--- src/rtl/register_file_pkg.sv ---
// Shared types and default sizing for the architectural register file.
package regfile_pkg;
  localparam int WIDTH        = 16;
  localparam int SELECT_WIDTH = 4;
  localparam int NUM_REGS     = 2 ** SELECT_WIDTH;

  typedef logic [WIDTH-1:0]        word_t;
  typedef logic [SELECT_WIDTH-1:0] reg_idx_t;

  typedef enum logic {
    RESET = 1'b0,
    READY = 1'b1
  } rf_state_t;
endpackage

--- src/rtl/register_file_if.sv ---
// Write-back, reservation and read-port bundle of the register file.
interface register_file_if #(
    parameter int WIDTH        = 16,
    parameter int SELECT_WIDTH = 4
);
    logic                         wr_valid;
    logic                         wr_ready;
    logic [SELECT_WIDTH-1:0]      wr_index;
    logic [WIDTH-1:0]             wr_data;
    logic                         rsv_valid;
    logic [SELECT_WIDTH-1:0]      rsv_index;
    logic                         rsv_ready;
    logic [SELECT_WIDTH-1:0]      rd_index_a;
    logic [SELECT_WIDTH-1:0]      rd_index_b;
    logic [WIDTH-1:0]             rd_data_a;
    logic [WIDTH-1:0]             rd_data_b;
    logic                         rd_busy_a;
    logic                         rd_busy_b;
    logic [2**SELECT_WIDTH-1:0]   busy;
    logic                         err;

    modport master (
        output wr_valid, wr_index, wr_data, rsv_valid, rsv_index, rd_index_a, rd_index_b,
        input  wr_ready, rsv_ready, rd_data_a, rd_data_b, rd_busy_a, rd_busy_b, busy, err
    );

    modport slave (
        input  wr_valid, wr_index, wr_data, rsv_valid, rsv_index, rd_index_a, rd_index_b,
        output wr_ready, rsv_ready, rd_data_a, rd_data_b, rd_busy_a, rd_busy_b, busy, err
    );
endinterface

--- src/rtl/register_file_multiplexer.sv ---
// Read-port selector: picks one word out of the register array.
module Multiplexer #(
    parameter int WIDTH        = 16,
    parameter int SELECT_WIDTH = 4
) (
    input  logic [WIDTH-1:0]        i_data [2**SELECT_WIDTH],
    input  logic [SELECT_WIDTH-1:0] i_sel,
    output logic [WIDTH-1:0]        o_data
);
    assign o_data = i_data[i_sel];
endmodule

--- src/rtl/register_file.sv ---
// Architectural register file with busy scoreboard and two combinational read ports.
// Optional same-cycle write-to-read forwarding is enabled by defining REG_BYPASS_EN.
module register_file #(
    parameter int WIDTH        = regfile_pkg::WIDTH,
    parameter int SELECT_WIDTH = regfile_pkg::SELECT_WIDTH
) (
    input logic             clk,
    input logic             reset_n,
    register_file_if.slave  bus
);
    import regfile_pkg::*;

    localparam int NUM_REGS = 2 ** SELECT_WIDTH;

    rf_state_t             r_state;
    rf_state_t             w_state_next;
    logic [WIDTH-1:0]      r_regs   [NUM_REGS];
    logic [WIDTH-1:0]      w_mux_in [NUM_REGS];
    logic [NUM_REGS-1:0]   r_busy;
    logic                  r_err;
    logic                  w_ready;
    logic                  w_wr_fire;
    logic                  w_wr_nz;
    logic                  w_rsv_ready;
    logic                  w_rsv_fire;
    logic [WIDTH-1:0]      w_mux_a;
    logic [WIDTH-1:0]      w_mux_b;
    logic                  w_byp_a;
    logic                  w_byp_b;

    always_ff @(posedge clk or negedge reset_n) begin
        if (!reset_n) r_state <= RESET;
        else          r_state <= w_state_next;
    end

    always_comb begin
        w_state_next = r_state;
        case (r_state)
            RESET: w_state_next = READY;
            READY: w_state_next = READY;
        endcase
    end

    assign w_ready     = (r_state == READY);
    assign w_wr_fire   = bus.wr_valid && w_ready;
    assign w_wr_nz     = (bus.wr_index != '0);
    // A write landing on the same index this cycle frees the slot, so a WAW reservation may chain.
    assign w_rsv_ready = w_ready && ((bus.rsv_index == '0) || !r_busy[bus.rsv_index] ||
                                     (w_wr_fire && bus.wr_index == bus.rsv_index));
    assign w_rsv_fire  = bus.rsv_valid && w_rsv_ready;

    // NOTE: the array is architectural state, so it is reset along with everything else;
    // register 0 is only ever written by reset, which keeps it at zero.
    always_ff @(posedge clk or negedge reset_n) begin
        if (!reset_n) begin
            for (int i = 0; i < NUM_REGS; i++) r_regs[i] <= '0;
            r_busy <= '0;
            r_err  <= 1'b0;
        end else begin
            if (w_wr_fire && w_wr_nz) begin
                r_regs[bus.wr_index] <= bus.wr_data;
                r_busy[bus.wr_index] <= 1'b0;
                if (!r_busy[bus.wr_index]) r_err <= 1'b1;
            end
            // Issued after the clear so a same-index reservation keeps the bit set.
            if (w_rsv_fire && bus.rsv_index != '0) r_busy[bus.rsv_index] <= 1'b1;
        end
    end

    always_comb begin
        for (int i = 0; i < NUM_REGS; i++) w_mux_in[i] = r_regs[i];
        w_mux_in[0] = '0;
    end

    Multiplexer #(.WIDTH(WIDTH), .SELECT_WIDTH(SELECT_WIDTH)) u_mux_a (
        .i_data (w_mux_in),
        .i_sel  (bus.rd_index_a),
        .o_data (w_mux_a)
    );

    Multiplexer #(.WIDTH(WIDTH), .SELECT_WIDTH(SELECT_WIDTH)) u_mux_b (
        .i_data (w_mux_in),
        .i_sel  (bus.rd_index_b),
        .o_data (w_mux_b)
    );

`ifdef REG_BYPASS_EN
    assign w_byp_a = w_wr_fire && w_wr_nz && (bus.wr_index == bus.rd_index_a);
    assign w_byp_b = w_wr_fire && w_wr_nz && (bus.wr_index == bus.rd_index_b);
`else
    assign w_byp_a = 1'b0;
    assign w_byp_b = 1'b0;
`endif

    assign bus.rd_data_a = w_byp_a ? bus.wr_data : w_mux_a;
    assign bus.rd_data_b = w_byp_b ? bus.wr_data : w_mux_b;
    assign bus.rd_busy_a = r_busy[bus.rd_index_a] && !w_byp_a;
    assign bus.rd_busy_b = r_busy[bus.rd_index_b] && !w_byp_b;
    assign bus.wr_ready  = w_ready;
    assign bus.rsv_ready = w_rsv_ready;
    assign bus.busy      = r_busy;
    assign bus.err       = r_err;
endmodule

--- src/flat_wrapper.sv ---
// flat-port wrapper written by rule: the top's interface ports become plain ports
module register_file_flat import regfile_pkg::*;
#(
    parameter int WIDTH        = regfile_pkg::WIDTH,
    parameter int SELECT_WIDTH = regfile_pkg::SELECT_WIDTH
)
  (clk, reset_n, bus_wr_valid, bus_wr_index, bus_wr_data, bus_rsv_valid, bus_rsv_index, bus_rd_index_a, bus_rd_index_b, bus_wr_ready, bus_rsv_ready, bus_rd_data_a, bus_rd_data_b, bus_rd_busy_a, bus_rd_busy_b, bus_busy, bus_err);
  register_file_if #(.WIDTH(WIDTH), .SELECT_WIDTH(SELECT_WIDTH)) bus_i ();
  input logic clk;
  input logic reset_n;
  input wire logic [$bits(bus_i.wr_valid)-1:0] bus_wr_valid;
  input wire logic [$bits(bus_i.wr_index)-1:0] bus_wr_index;
  input wire logic [$bits(bus_i.wr_data)-1:0] bus_wr_data;
  input wire logic [$bits(bus_i.rsv_valid)-1:0] bus_rsv_valid;
  input wire logic [$bits(bus_i.rsv_index)-1:0] bus_rsv_index;
  input wire logic [$bits(bus_i.rd_index_a)-1:0] bus_rd_index_a;
  input wire logic [$bits(bus_i.rd_index_b)-1:0] bus_rd_index_b;
  output wire logic [$bits(bus_i.wr_ready)-1:0] bus_wr_ready;
  output wire logic [$bits(bus_i.rsv_ready)-1:0] bus_rsv_ready;
  output wire logic [$bits(bus_i.rd_data_a)-1:0] bus_rd_data_a;
  output wire logic [$bits(bus_i.rd_data_b)-1:0] bus_rd_data_b;
  output wire logic [$bits(bus_i.rd_busy_a)-1:0] bus_rd_busy_a;
  output wire logic [$bits(bus_i.rd_busy_b)-1:0] bus_rd_busy_b;
  output wire logic [$bits(bus_i.busy)-1:0] bus_busy;
  output wire logic [$bits(bus_i.err)-1:0] bus_err;
  assign bus_i.wr_valid = bus_wr_valid;
  assign bus_i.wr_index = bus_wr_index;
  assign bus_i.wr_data = bus_wr_data;
  assign bus_i.rsv_valid = bus_rsv_valid;
  assign bus_i.rsv_index = bus_rsv_index;
  assign bus_i.rd_index_a = bus_rd_index_a;
  assign bus_i.rd_index_b = bus_rd_index_b;
  assign bus_wr_ready = bus_i.wr_ready;
  assign bus_rsv_ready = bus_i.rsv_ready;
  assign bus_rd_data_a = bus_i.rd_data_a;
  assign bus_rd_data_b = bus_i.rd_data_b;
  assign bus_rd_busy_a = bus_i.rd_busy_a;
  assign bus_rd_busy_b = bus_i.rd_busy_b;
  assign bus_busy = bus_i.busy;
  assign bus_err = bus_i.err;
  register_file #(.WIDTH(WIDTH), .SELECT_WIDTH(SELECT_WIDTH)) u_core (.clk(clk), .reset_n(reset_n), .bus(bus_i));
endmodule
--- config.mk ---
export PLATFORM = sky130hd
export DESIGN_NAME = register_file_flat
export DESIGN_NICKNAME = d
export VERILOG_FILES = /design/src/rtl/register_file_pkg.sv /design/src/rtl/register_file_if.sv /design/src/rtl/register_file_multiplexer.sv /design/src/rtl/register_file.sv /design/src/flat_wrapper.sv
export SDC_FILE = /design/constraint.sdc
export NUM_CORES = 1
export LEC_CHECK = 0
export CORE_MARGIN = 1.5
export CORE_UTILIZATION = 35
export CTS_CLUSTER_DIAMETER = 100
export DETAILED_ROUTE_END_ITERATION = 8
export GPL_TIMING_DRIVEN = 0
export SLEW_MARGIN = 20
export SYNTH_ARGS = -nofsm -noshare
export SYNTH_HDL_FRONTEND = slang
export SYNTH_HIERARCHICAL = 1
export SYNTH_SLANG_ARGS = --single-unit
--- constraint.sdc ---
create_clock -name clk -period 2.6 [get_ports clk]
set_input_delay 0.52 -clock clk [delete_from_list [all_inputs] [get_ports clk]]
set_output_delay 0.52 -clock clk [all_outputs]
set_load 0.02 [all_outputs]
==> results of run 1 <==
-- stage by stage --
| step | std cells | util | setup slack (ns) | total power [W] |
|---|---|---|---|---|
| floorplan | 965 | - | 0.280 | 0.00727 |
| detailed placement | 1579 | 0.400 | -1.50 | 0.00839 |
| global placement | 1576 | 0.398 | -10.39 | 0.00827 |
| finish | 1672 | 0.451 | -0.200 | 0.0129 |
| global route | 1672 | 0.451 | -0.211 | 0.0135 |
| CTS | 1666 | 0.445 | -0.108 | 0.0129 |
-- final cells by class --
class,instances,area share
Multi-Input combinational cell,612,0.425
Sequential cell,258,0.359
Timing Repair Buffer,133,0.0746
Buffer,82,0.0479
Clock buffer,43,0.0470
Tap cell,525,0.0364
Clock inverter,10,0.00867
Inverter,9,0.00187
-- state kept, by name, summed over array words and instances (netlist names) --
register,flops
u_core/bus.err,1
u_core/bus.wr_ready,1
u_core/r_regs,240
u_core/bus.busy,16
-- how the worst max path moves through the flow --
stage | startpoint | end | slack (ns) | depth (start not counted)
after global placement | reset_n | u_core/bus.err$_DFFE_PN0P_ | -10.39 | 1
after CTS | bus_wr_index[1] | u_core/r_regs[139]$_DFFE_PN0P_ | -0.11 | 6
after floorplan | bus_rsv_index[1] | bus_rsv_ready | 0.28 | 7
after global routing | bus_wr_index[0] | u_core/r_regs[6]$_DFFE_PN0P_ | -0.21 | 6
final | bus_wr_index[0] | u_core/r_regs[6]$_DFFE_PN0P_ | -0.20 | 6
after detailed placement | bus_rd_index_b[1] | bus_rd_data_b[9] | -1.50 | 7
-- repair_timing --
item / in CTS / in global routing
gates resized for setup: 338 / 50
pin swaps: 11 / 8
hold buffers: 1 / 0
hold endpoints to repair: 47 / 0
cloned: 3 / 3
endpoints found under the setup margin: 75 / 99
setup buffers: 32 / 5
-- per-layer routing --
metal	vias to the layer above	share of wire	track usage
met3	81	0.065	0.0361
met1	5233	0.44	0.307
met5	-	0	0
li1	4036	-	-
met2	335	0.46	0.342
met4	0	0.033	0.0652
-- where the power goes --
part	leakage (nW)	internal, W	switching (W)
Clock	0.493	0.00264	0.00170
Sequential	3.29	0.00479	0.000547
Combinational	3.99	0.00189	0.00138
-- cells by family after synthesis --
group,after synthesis,share of synthesized area
AOI/OAI and AO/OA,90,0.0499
xor gates and xnor gates,4,0.00245
buffers and inverters,95,0.0366
DFF,258,0.452
muxes,391,0.425
other,2,0.000526
and+or+nand+nor,94,0.0331
-- critical path, delay by kind of cell --
family                 cells  cell delay (ns)
buffers and inverters      3             1.36
muxes                      1             0.39
and+or+nand+nor            2             0.94
-- layout by cell type (no fill, tap or decap), types with 18 or more instances in the layout --
master | netlist | routed
mux2_2 | 231 | 231
dfrtp_1 | 258 | 244
conb_1 | 2 | 33
a22oi_2 | 0 | 37
a22oi_1 | 66 | 29
buf_12 | 1 | 18
mux4_2 | 120 | 126
clkbuf_1 | 38 | 27
buf_2 | 27 | 38
buf_4 | 9 | 44
nand2_1 | 37 | 32
clkdlybuf4s50_1 | 0 | 42
clkbuf_16 | 0 | 35
==> impl_results.html, run 1 <==
<table>
<tr><th>Metric</th><th>Value</th></tr>
<tr><th colspan="2">STA</th></tr>
<tr><td>Number of failing hold endpoints at the final stage</td><td>0</td></tr>
<tr><td>Upper clock frequency limit</td><td>around 360 MHz</td></tr>
<tr><td>RSZ-0062 raised after global routing</td><td>true</td></tr>
<tr><td>Worst Skew</td><td>~0.026 ns</td></tr>
<tr><td>Transition time of the tightest slew-check pin</td><td>1.01 ns</td></tr>
<tr><td>Worst hold slack</td><td>0.440 ns</td></tr>
<tr><td>Post-route worst setup slack</td><td>-0.200 ns</td></tr>
<tr><td>Sum of negative setup slack</td><td>-4.28 ns</td></tr>
<tr><td>Share of the clock period used by the worst path</td><td>1.08</td></tr>
<tr><td>Minimum clock period</td><td>between 2 and 3 ns</td></tr>
<tr><td># setup viols final</td><td>39</td></tr>
<tr><td>Pins over their slew limit</td><td>0</td></tr>
<tr><td>Relative slew slack</td><td>0.326</td></tr>
<tr><th colspan="2">Clock network</th></tr>
<tr><td>CTS tree</td><td>yes</td></tr>
<tr><td>TritonCTS Buffers</td><td>29</td></tr>
<tr><td>CTS clk-pin slew, worst paths</td><td>0.06 ns</td></tr>
<tr><td>Maximum level of the CTS H-tree</td><td>1</td></tr>
<tr><td>Clock sink count</td><td>around 260</td></tr>
<tr><td>Root buffer cell</td><td>clkbuf_16</td></tr>
<tr><td>Latest clock arrival within the worst-skew pair</td><td>0.57 ns</td></tr>
<tr><td>Clock Tree Buf Depth</td><td>3</td></tr>
<tr><th colspan="2">Worst setup path</th></tr>
<tr><td>Slowest-stage cell, CP</td><td>nor2_2</td></tr>
<tr><td>Crit path DAT</td><td>3.24 ns</td></tr>
<tr><td>Critical path required time</td><td>a little over 3 ns</td></tr>
<tr><td>Most used cell along the critical path</td><td>buf_2</td></tr>
<tr><td>Ordered cell list for the critical path</td><td>clkdlybuf4s50_1 &gt; buf_2 &gt; nand2_1 &gt; nor2_2 &gt; buf_2 &gt; mux2_2</td></tr>
<tr><td>Endpoint type of the worst setup path</td><td>flip-flop</td></tr>
<tr><td>Setup slack of the worst register-to-register path</td><td>-0.05 ns</td></tr>
<tr><td>WS Path Type</td><td>in2reg</td></tr>
<tr><td>Stage delay of the slowest cell on the critical path</td><td>approximately 0.73 ns</td></tr>
<tr><td>Worst r2r src</td><td>u_core/bus.wr_ready$_DFF_PN0_</td></tr>
<tr><td>Register-to-Register Path Depth</td><td>6</td></tr>
<tr><td>Crit start category</td><td>input port</td></tr>
<tr><td>Worst reg2reg path endpoint</td><td>u_core/r_regs[70]$_DFFE_PN0P_</td></tr>
<tr><td>Critical path fanouts, max</td><td>10</td></tr>
<tr><th colspan="2">Run status</th></tr>
<tr><td>Violations in the final reports</td><td>setup timing</td></tr>
<tr><td>Run status</td><td>finished, violations left</td></tr>
<tr><th colspan="2">Yosys</th></tr>
<tr><td>Number of synthesized flops with an enable pin</td><td>0</td></tr>
<tr><td>Dominant register cell in the synthesized netlist</td><td>dfrtp_1</td></tr>
<tr><td>Synth top area cells</td><td>dfrtp_1 45%, mux4_2 19%, mux2_2 18%</td></tr>
<tr><td>Part of the Yosys area used for sequential elements</td><td>0.452</td></tr>
<tr><td>Number of flip-flops and latches in the synthesized netlist</td><td>258</td></tr>
<tr><td>Instance count of the mapped netlist</td><td>934</td></tr>
<tr><td>Per-instance average area after synthesis</td><td>approximately 15 um2</td></tr>
<tr><td>Count of distinct cell types in the synthesized netlist</td><td>40</td></tr>
<tr><td>Cell type with the largest total area after synthesis</td><td>dfrtp_1</td></tr>
<tr><td>Share of flip-flops with an asynchronous set or reset after synthesis</td><td>1.00</td></tr>
<tr><td>Yosys Warn Count</td><td>6</td></tr>
<tr><td>Yosys top cell area share</td><td>0.452</td></tr>
<tr><td>Count leader, synth</td><td>dfrtp_1</td></tr>
<tr><td>Post-synthesis instance area</td><td>14,300 um2</td></tr>
<tr><td>Top post-synthesis cells by count</td><td>258 x dfrtp_1, 231 x mux2_2, 120 x mux4_2</td></tr>
<tr><th colspan="2">Cells and area</th></tr>
<tr><td>Seq. cell area</td><td>6470 um2</td></tr>
<tr><td>Area added between synthesis and finish</td><td>26.3%</td></tr>
<tr><td># diodes</td><td>0</td></tr>
<tr><td>Layout net count</td><td>roughly 1,200</td></tr>
<tr><td>Total area of multi-input combinational cells</td><td>about 7700 um2</td></tr>
<tr><td>Finished layout cell area</td><td>~18,000 um2</td></tr>
<tr><td>Number of filler cells placed in the layout</td><td>between 3,000 and 4,000</td></tr>
<tr><td>Fraction of final layout cells sized beyond drive strength 1</td><td>0.558</td></tr>
<tr><th colspan="2">Global route</th></tr>
<tr><td>Overall global routing resource usage</td><td>0.217</td></tr>
<tr><td>Sum of overflow across all layers after global routing</td><td>0</td></tr>
<tr><td>Pin count of the biggest net entering global routing</td><td>91</td></tr>
<tr><td>Number of global-route vias before repair</td><td>a little over 10,000</td></tr>
<tr><td>First-pass GRT wire length</td><td>67,200 um</td></tr>
<tr><td>Number of antenna violations at the first check in global routing</td><td>0</td></tr>
<tr><th colspan="2">Floorplanning</th></tr>
<tr><td>Starting density of the core</td><td>0.357</td></tr>
<tr><td>Core Footprint</td><td>40,000 um2</td></tr>
<tr><td>Die outline area</td><td>42,000 um2</td></tr>
<tr><td>Vert. Die Dim</td><td>205 um</td></tr>
<tr><td>Die Width</td><td>205 um</td></tr>
<tr><td>Std cell rows</td><td>73</td></tr>
<tr><td>Num ports</td><td>89</td></tr>
<tr><th colspan="2">Detailed routing</th></tr>
<tr><td>Number of design-rule violations left by the first detailed-router iteration</td><td>657</td></tr>
<tr><td>Number of remaining DRC errors</td><td>0</td></tr>
<tr><td>Drt pass-1 iters</td><td>5</td></tr>
<tr><td>Post-detailed-routing wire length</td><td>44,900 um</td></tr>
<tr><td>Vias/cell</td><td>5.79</td></tr>
<tr><td>Per-cell routed wire length</td><td>26.9 um</td></tr>
<tr><td>Count of nets left with antenna violations after detail routing</td><td>0</td></tr>
<tr><td>Total number of vias</td><td>approximately 9,700</td></tr>
<tr><th colspan="2">Pwr</th></tr>
<tr><td>Standby leakage power</td><td>7.77 nW</td></tr>
<tr><td>Power Density</td><td>717 nW/um2</td></tr>
<tr><td>Worst VDD drop</td><td>514 uV</td></tr>
<tr><th colspan="2">Place</th></tr>
<tr><td>IO buf count</td><td>86</td></tr>
<tr><td>Final HPWL DP</td><td>28,600 um</td></tr>
<tr><td>Placer's final routability congestion estimate</td><td>approximately 0.80</td></tr>
<tr><td>Dpl cell area</td><td>approximately 16,000 um2</td></tr>
<tr><th colspan="2">Worst hold path</th></tr>
<tr><td>Tightest Hold Check Type</td><td>in2async</td></tr>
<tr><th colspan="2">Flow run</th></tr>
<tr><td>Max-cap violations</td><td>0</td></tr>
</table>
Power figures use the tool's default switching activity.
==> run 2, diff against run 1 <==
--- a/config.mk
+++ b/config.mk
@@ -5,7 +5,7 @@
 export SDC_FILE = /design/constraint.sdc
 export NUM_CORES = 1
 export LEC_CHECK = 0
-export CORE_MARGIN = 1.5
+export CORE_MARGIN = 10
 export CORE_UTILIZATION = 35
 export CTS_CLUSTER_DIAMETER = 100
 export DETAILED_ROUTE_END_ITERATION = 8
==> run 2 against run 1 <==
Compared with the run above: the run still ends with setup timing left; first-iteration DRC count grew 12%; largest power group unchanged; final cell count is essentially flat; final area grew 0.11%; via count is essentially flat; worst setup slack better by 0.17 ns; maximum frequency up 6.3%; non-clock buffer count is 2 lower.
==> impl_results.html, run 2 (same netlist as run 1, synthesis figures left out) <==
<table>
<tr><th>Metric</th><th>Value</th></tr>
<tr><th colspan="2">Run status</th></tr>
<tr><td>Run status</td><td>finished, violations left</td></tr>
<tr><td>Violations in the final reports</td><td>setup timing</td></tr>
<tr><th colspan="2">Worst setup path</th></tr>
<tr><td>Critical path required time</td><td>2.08 ns (-0.96 ns)</td></tr>
<tr><td>Endpoint type of the worst setup path</td><td>output port</td></tr>
<tr><td>Setup slack of the worst register-to-register path</td><td>0 ns (+0.05 ns)</td></tr>
<tr><td>WS Path Type</td><td>in2out</td></tr>
<tr><td>Crit start category</td><td>input port</td></tr>
<tr><td>Crit path DAT</td><td>2.11 ns (-1.13 ns)</td></tr>
<tr><td>Critical path fanouts, max</td><td>10 (unchanged)</td></tr>
<tr><th colspan="2">Cells and area</th></tr>
<tr><td>Area added between synthesis and finish</td><td>26.4%</td></tr>
<tr><td>Fraction of final layout cells sized beyond drive strength 1</td><td>0.558 (about the same)</td></tr>
<tr><td>Layout net count</td><td>1,159 (-0.17%)</td></tr>
<tr><td>Finished layout cell area</td><td>18,100 um2 (+0.11%)</td></tr>
<tr><td>Most frequent cells in the layout</td><td>243 x dfrtp_1, 231 x mux2_2, 128 x mux4_2</td></tr>
<tr><td>Most frequent standard cell in the layout excluding fill and tap cells</td><td>dfrtp_1</td></tr>
<tr><td>Post-layout utilization of the core</td><td>0.451 (+0.000500)</td></tr>
<tr><td>Flip-flop count of the largest register after layout</td><td>240 (unchanged)</td></tr>
<tr><td>Biggest register</td><td>u_core/r_regs</td></tr>
<tr><td># diodes</td><td>0 (unchanged)</td></tr>
<tr><th colspan="2">Clock network</th></tr>
<tr><td>Clock sink count</td><td>258 (unchanged)</td></tr>
<tr><td>Maximum level of the CTS H-tree</td><td>1 (unchanged)</td></tr>
<tr><td>Latest clock arrival within the worst-skew pair</td><td>0.56 ns (about the same)</td></tr>
<tr><td>CTS tree</td><td>yes</td></tr>
<tr><td>TritonCTS Buffers</td><td>29 (unchanged)</td></tr>
<tr><td>Root buffer cell</td><td>clkbuf_16</td></tr>
<tr><td>CTS clk-pin slew, worst paths</td><td>0.06 ns (about the same)</td></tr>
<tr><td>Clock Tree Buf Depth</td><td>3 (unchanged)</td></tr>
<tr><th colspan="2">Pwr</th></tr>
<tr><td>Clock network fraction of total power</td><td>0.325 (-0.010)</td></tr>
<tr><td>Power Density</td><td>707 nW/um2 (-1.5%)</td></tr>
<tr><td>Sequential fraction of design power</td><td>0.419 (+0.007)</td></tr>
<tr><td>Standby leakage power</td><td>7.78 nW (+0.14%)</td></tr>
<tr><td>Share of total power in combinational logic</td><td>0.256 (+0.004)</td></tr>
<tr><td>Net switching component of the power</td><td>0.00361 W (-0.20%)</td></tr>
<tr><td>Fraction of power spent switching nets</td><td>0.283 (+0.00326)</td></tr>
<tr><td>Internal power</td><td>0.00914 W (-1.8%)</td></tr>
<tr><td>Worst VDD drop</td><td>502 uV (-2.4%)</td></tr>
<tr><th colspan="2">Floorplanning</th></tr>
<tr><td>Die Width</td><td>222 um (+8.3%)</td></tr>
<tr><td>Std cell rows</td><td>73 (unchanged)</td></tr>
<tr><td>Vert. Die Dim</td><td>222 um (+8.3%)</td></tr>
<tr><td>Num ports</td><td>89 (unchanged)</td></tr>
<tr><td>Die outline area</td><td>49,300 um2 (+17%)</td></tr>
<tr><td>Core Footprint</td><td>40,000 um2 (unchanged)</td></tr>
<tr><td>Starting density of the core</td><td>0.357 (unchanged)</td></tr>
<tr><th colspan="2">STA</th></tr>
<tr><td>Relative slew slack</td><td>0.480 (+0.154)</td></tr>
<tr><td>Worst Skew</td><td>0.0195 ns (-0.00619 ns)</td></tr>
<tr><td># setup viols final</td><td>5 (-87%)</td></tr>
<tr><td>Number of failing hold endpoints at the final stage</td><td>0 (unchanged)</td></tr>
<tr><td>Post-route worst setup slack</td><td>-0.0330 ns (+0.167 ns)</td></tr>
<tr><td>Pins over their slew limit</td><td>0 (unchanged)</td></tr>
<tr><td>Upper clock frequency limit</td><td>380 MHz (+6.3%)</td></tr>
<tr><td>Transition time of the tightest slew-check pin</td><td>0.780 ns (-0.227 ns)</td></tr>
<tr><td>Minimum clock period</td><td>2.63 ns (-0.167 ns)</td></tr>
<tr><td>RSZ-0062 raised after global routing</td><td>true</td></tr>
<tr><td>Share of the clock period used by the worst path</td><td>1.01 (-0.0642)</td></tr>
<tr><th colspan="2">Detailed routing</th></tr>
<tr><td>Per-cell routed wire length</td><td>27.2 um (+1.3%)</td></tr>
<tr><td>Post-detailed-routing wire length</td><td>45,500 um (+1.2%)</td></tr>
<tr><td>Total number of vias</td><td>9,680 (-0.052%)</td></tr>
<tr><td>Drt pass-1 iters</td><td>7 (+2)</td></tr>
<tr><td>Number of design-rule violations left by the first detailed-router iteration</td><td>738 (+12%)</td></tr>
<tr><td>Number of remaining DRC errors</td><td>0 (unchanged)</td></tr>
<tr><td>Count of nets left with antenna violations after detail routing</td><td>0 (unchanged)</td></tr>
<tr><td>Vias/cell</td><td>5.79 (about the same)</td></tr>
<tr><th colspan="2">Place</th></tr>
<tr><td>Placer's final routability congestion estimate</td><td>0.784 (-1.8%)</td></tr>
<tr><td>Dpl cell area</td><td>16,000 um2 (-0.17%)</td></tr>
<tr><td>Setup slack after placement</td><td>-1.56 ns (-0.0606 ns)</td></tr>
<tr><td>IO buf count</td><td>86 (unchanged)</td></tr>
<tr><td>Final HPWL DP</td><td>29,200 um (+2.2%)</td></tr>
<tr><th colspan="2">Worst hold path</th></tr>
<tr><td>Tightest Hold Check Type</td><td>reg2reg</td></tr>
<tr><th colspan="2">Global route</th></tr>
<tr><td>Overall global routing resource usage</td><td>0.175 (-0.0415)</td></tr>
<tr><td>Number of antenna violations at the first check in global routing</td><td>0 (unchanged)</td></tr>
<tr><td>Pin count of the biggest net entering global routing</td><td>97 (+6.6%)</td></tr>
<tr><td>First-pass GRT wire length</td><td>66,100 um (-1.6%)</td></tr>
<tr><td>Number of global-route vias before repair</td><td>9,808 (-3.9%)</td></tr>
<tr><td>Sum of overflow across all layers after global routing</td><td>0 (unchanged)</td></tr>
<tr><th colspan="2">Flow run</th></tr>
<tr><td>Max-cap violations</td><td>0 (unchanged)</td></tr>
</table>
==> run 2: changes by cell type in the layout (fill, tap and decap cells not counted), moves of 3 or more <==
| cell | before | now |
|---|---|---|
| buf_16 | 9 | 13 |
| clkinv_2 | 4 | 8 |
| buf_12 | 18 | 13 |
| buf_4 | 44 | 41 |
| clkbuf_16 | 35 | 38 |
| nor2_4 | 2 | 5 |
| clkbuf_4 | 5 | 2 |
==> run 2: timing repair <==
action / CTS / global route
endpoints found under the hold margin: 63 / 0
setup buffers: 24 / 4
pin swaps: 10 / 18
cloned: 5 / 7
setup endpoints to repair: 80 / 97
resized for setup: 329 / 64
hold buffers: 1 / 0
==> run 2: path summary, 6_finish.rpt <==
path,cells after the start,from,end
min in group asynchronous,2,reset_n,u_core/r_regs[41]$_DFFE_PN0P_
max in group asynchronous,3,reset_n,u_core/bus.busy[9]$_DFF_PN0_
setup / recovery,6,bus_rd_index_b[2],bus_rd_data_b[5]
setup reg to reg,5,u_core/bus.wr_ready$_DFF_PN0_,u_core/r_regs[55]$_DFFE_PN0P_
hold reg to reg,1,u_core/bus.err$_DFFE_PN0P_,u_core/bus.err$_DFFE_PN0P_
hold / removal,1,u_core/bus.err$_DFFE_PN0P_,u_core/bus.err$_DFFE_PN0P_
==> run 2: routing by layer <==
layer / track usage / part of all wire
met1: 0.241 / 0.44
met2: 0.275 / 0.47
met3: 0.0388 / 0.072
met4: 0.0435 / 0.024
met5: 0 / 0
==> run 2: layout make-up <==
class	count	area (um2)
Timing Repair Buffer	129	1370
Clock buffer	43	858
Clock inverter	11	109
Buffer	84	900
Sequential cell	258	6470
Tap cell	525	657
Inverter	9	33.8
Fill cell	3589	22000
Multi-Input combinational cell	612	7650
==> run 2: power by group through the flow <==
stage | logic, W | registers [W] | clock network, W
after floorplan | 0.00202 | 0.00525 | 0
after global routing | 0.00347 | 0.00545 | 0.00441
after CTS | 0.00317 | 0.00533 | 0.00423
final | 0.00327 | 0.00534 | 0.00415
after detailed placement | 0.00298 | 0.00542 | 0
after global placement | 0.00292 | 0.00537 | 0
==> run 2: per-stage QoR <==
step	hold slack, ns	TNS [ns]	power (W)	std cells
final	0.468	-0.0521	0.0128	1671
after detailed placement	0.459	-119.48	0.00840	1578
after floorplan	0.224	0	0.00727	965
after global routing	0.506	-1.02	0.0133	1671
after global placement	0.456	-2796.00	0.00829	1576
after CTS	0.472	-2.69	0.0127	1660
==> run 2: worst max-delay path, cell delays in order <==
cell,delay [ns]
dlygate4sd2_1,0.39
and2_2,0.48
buf_4,0.31
a22oi_1,0.10
nand2_1,0.12
buf_2,0.18
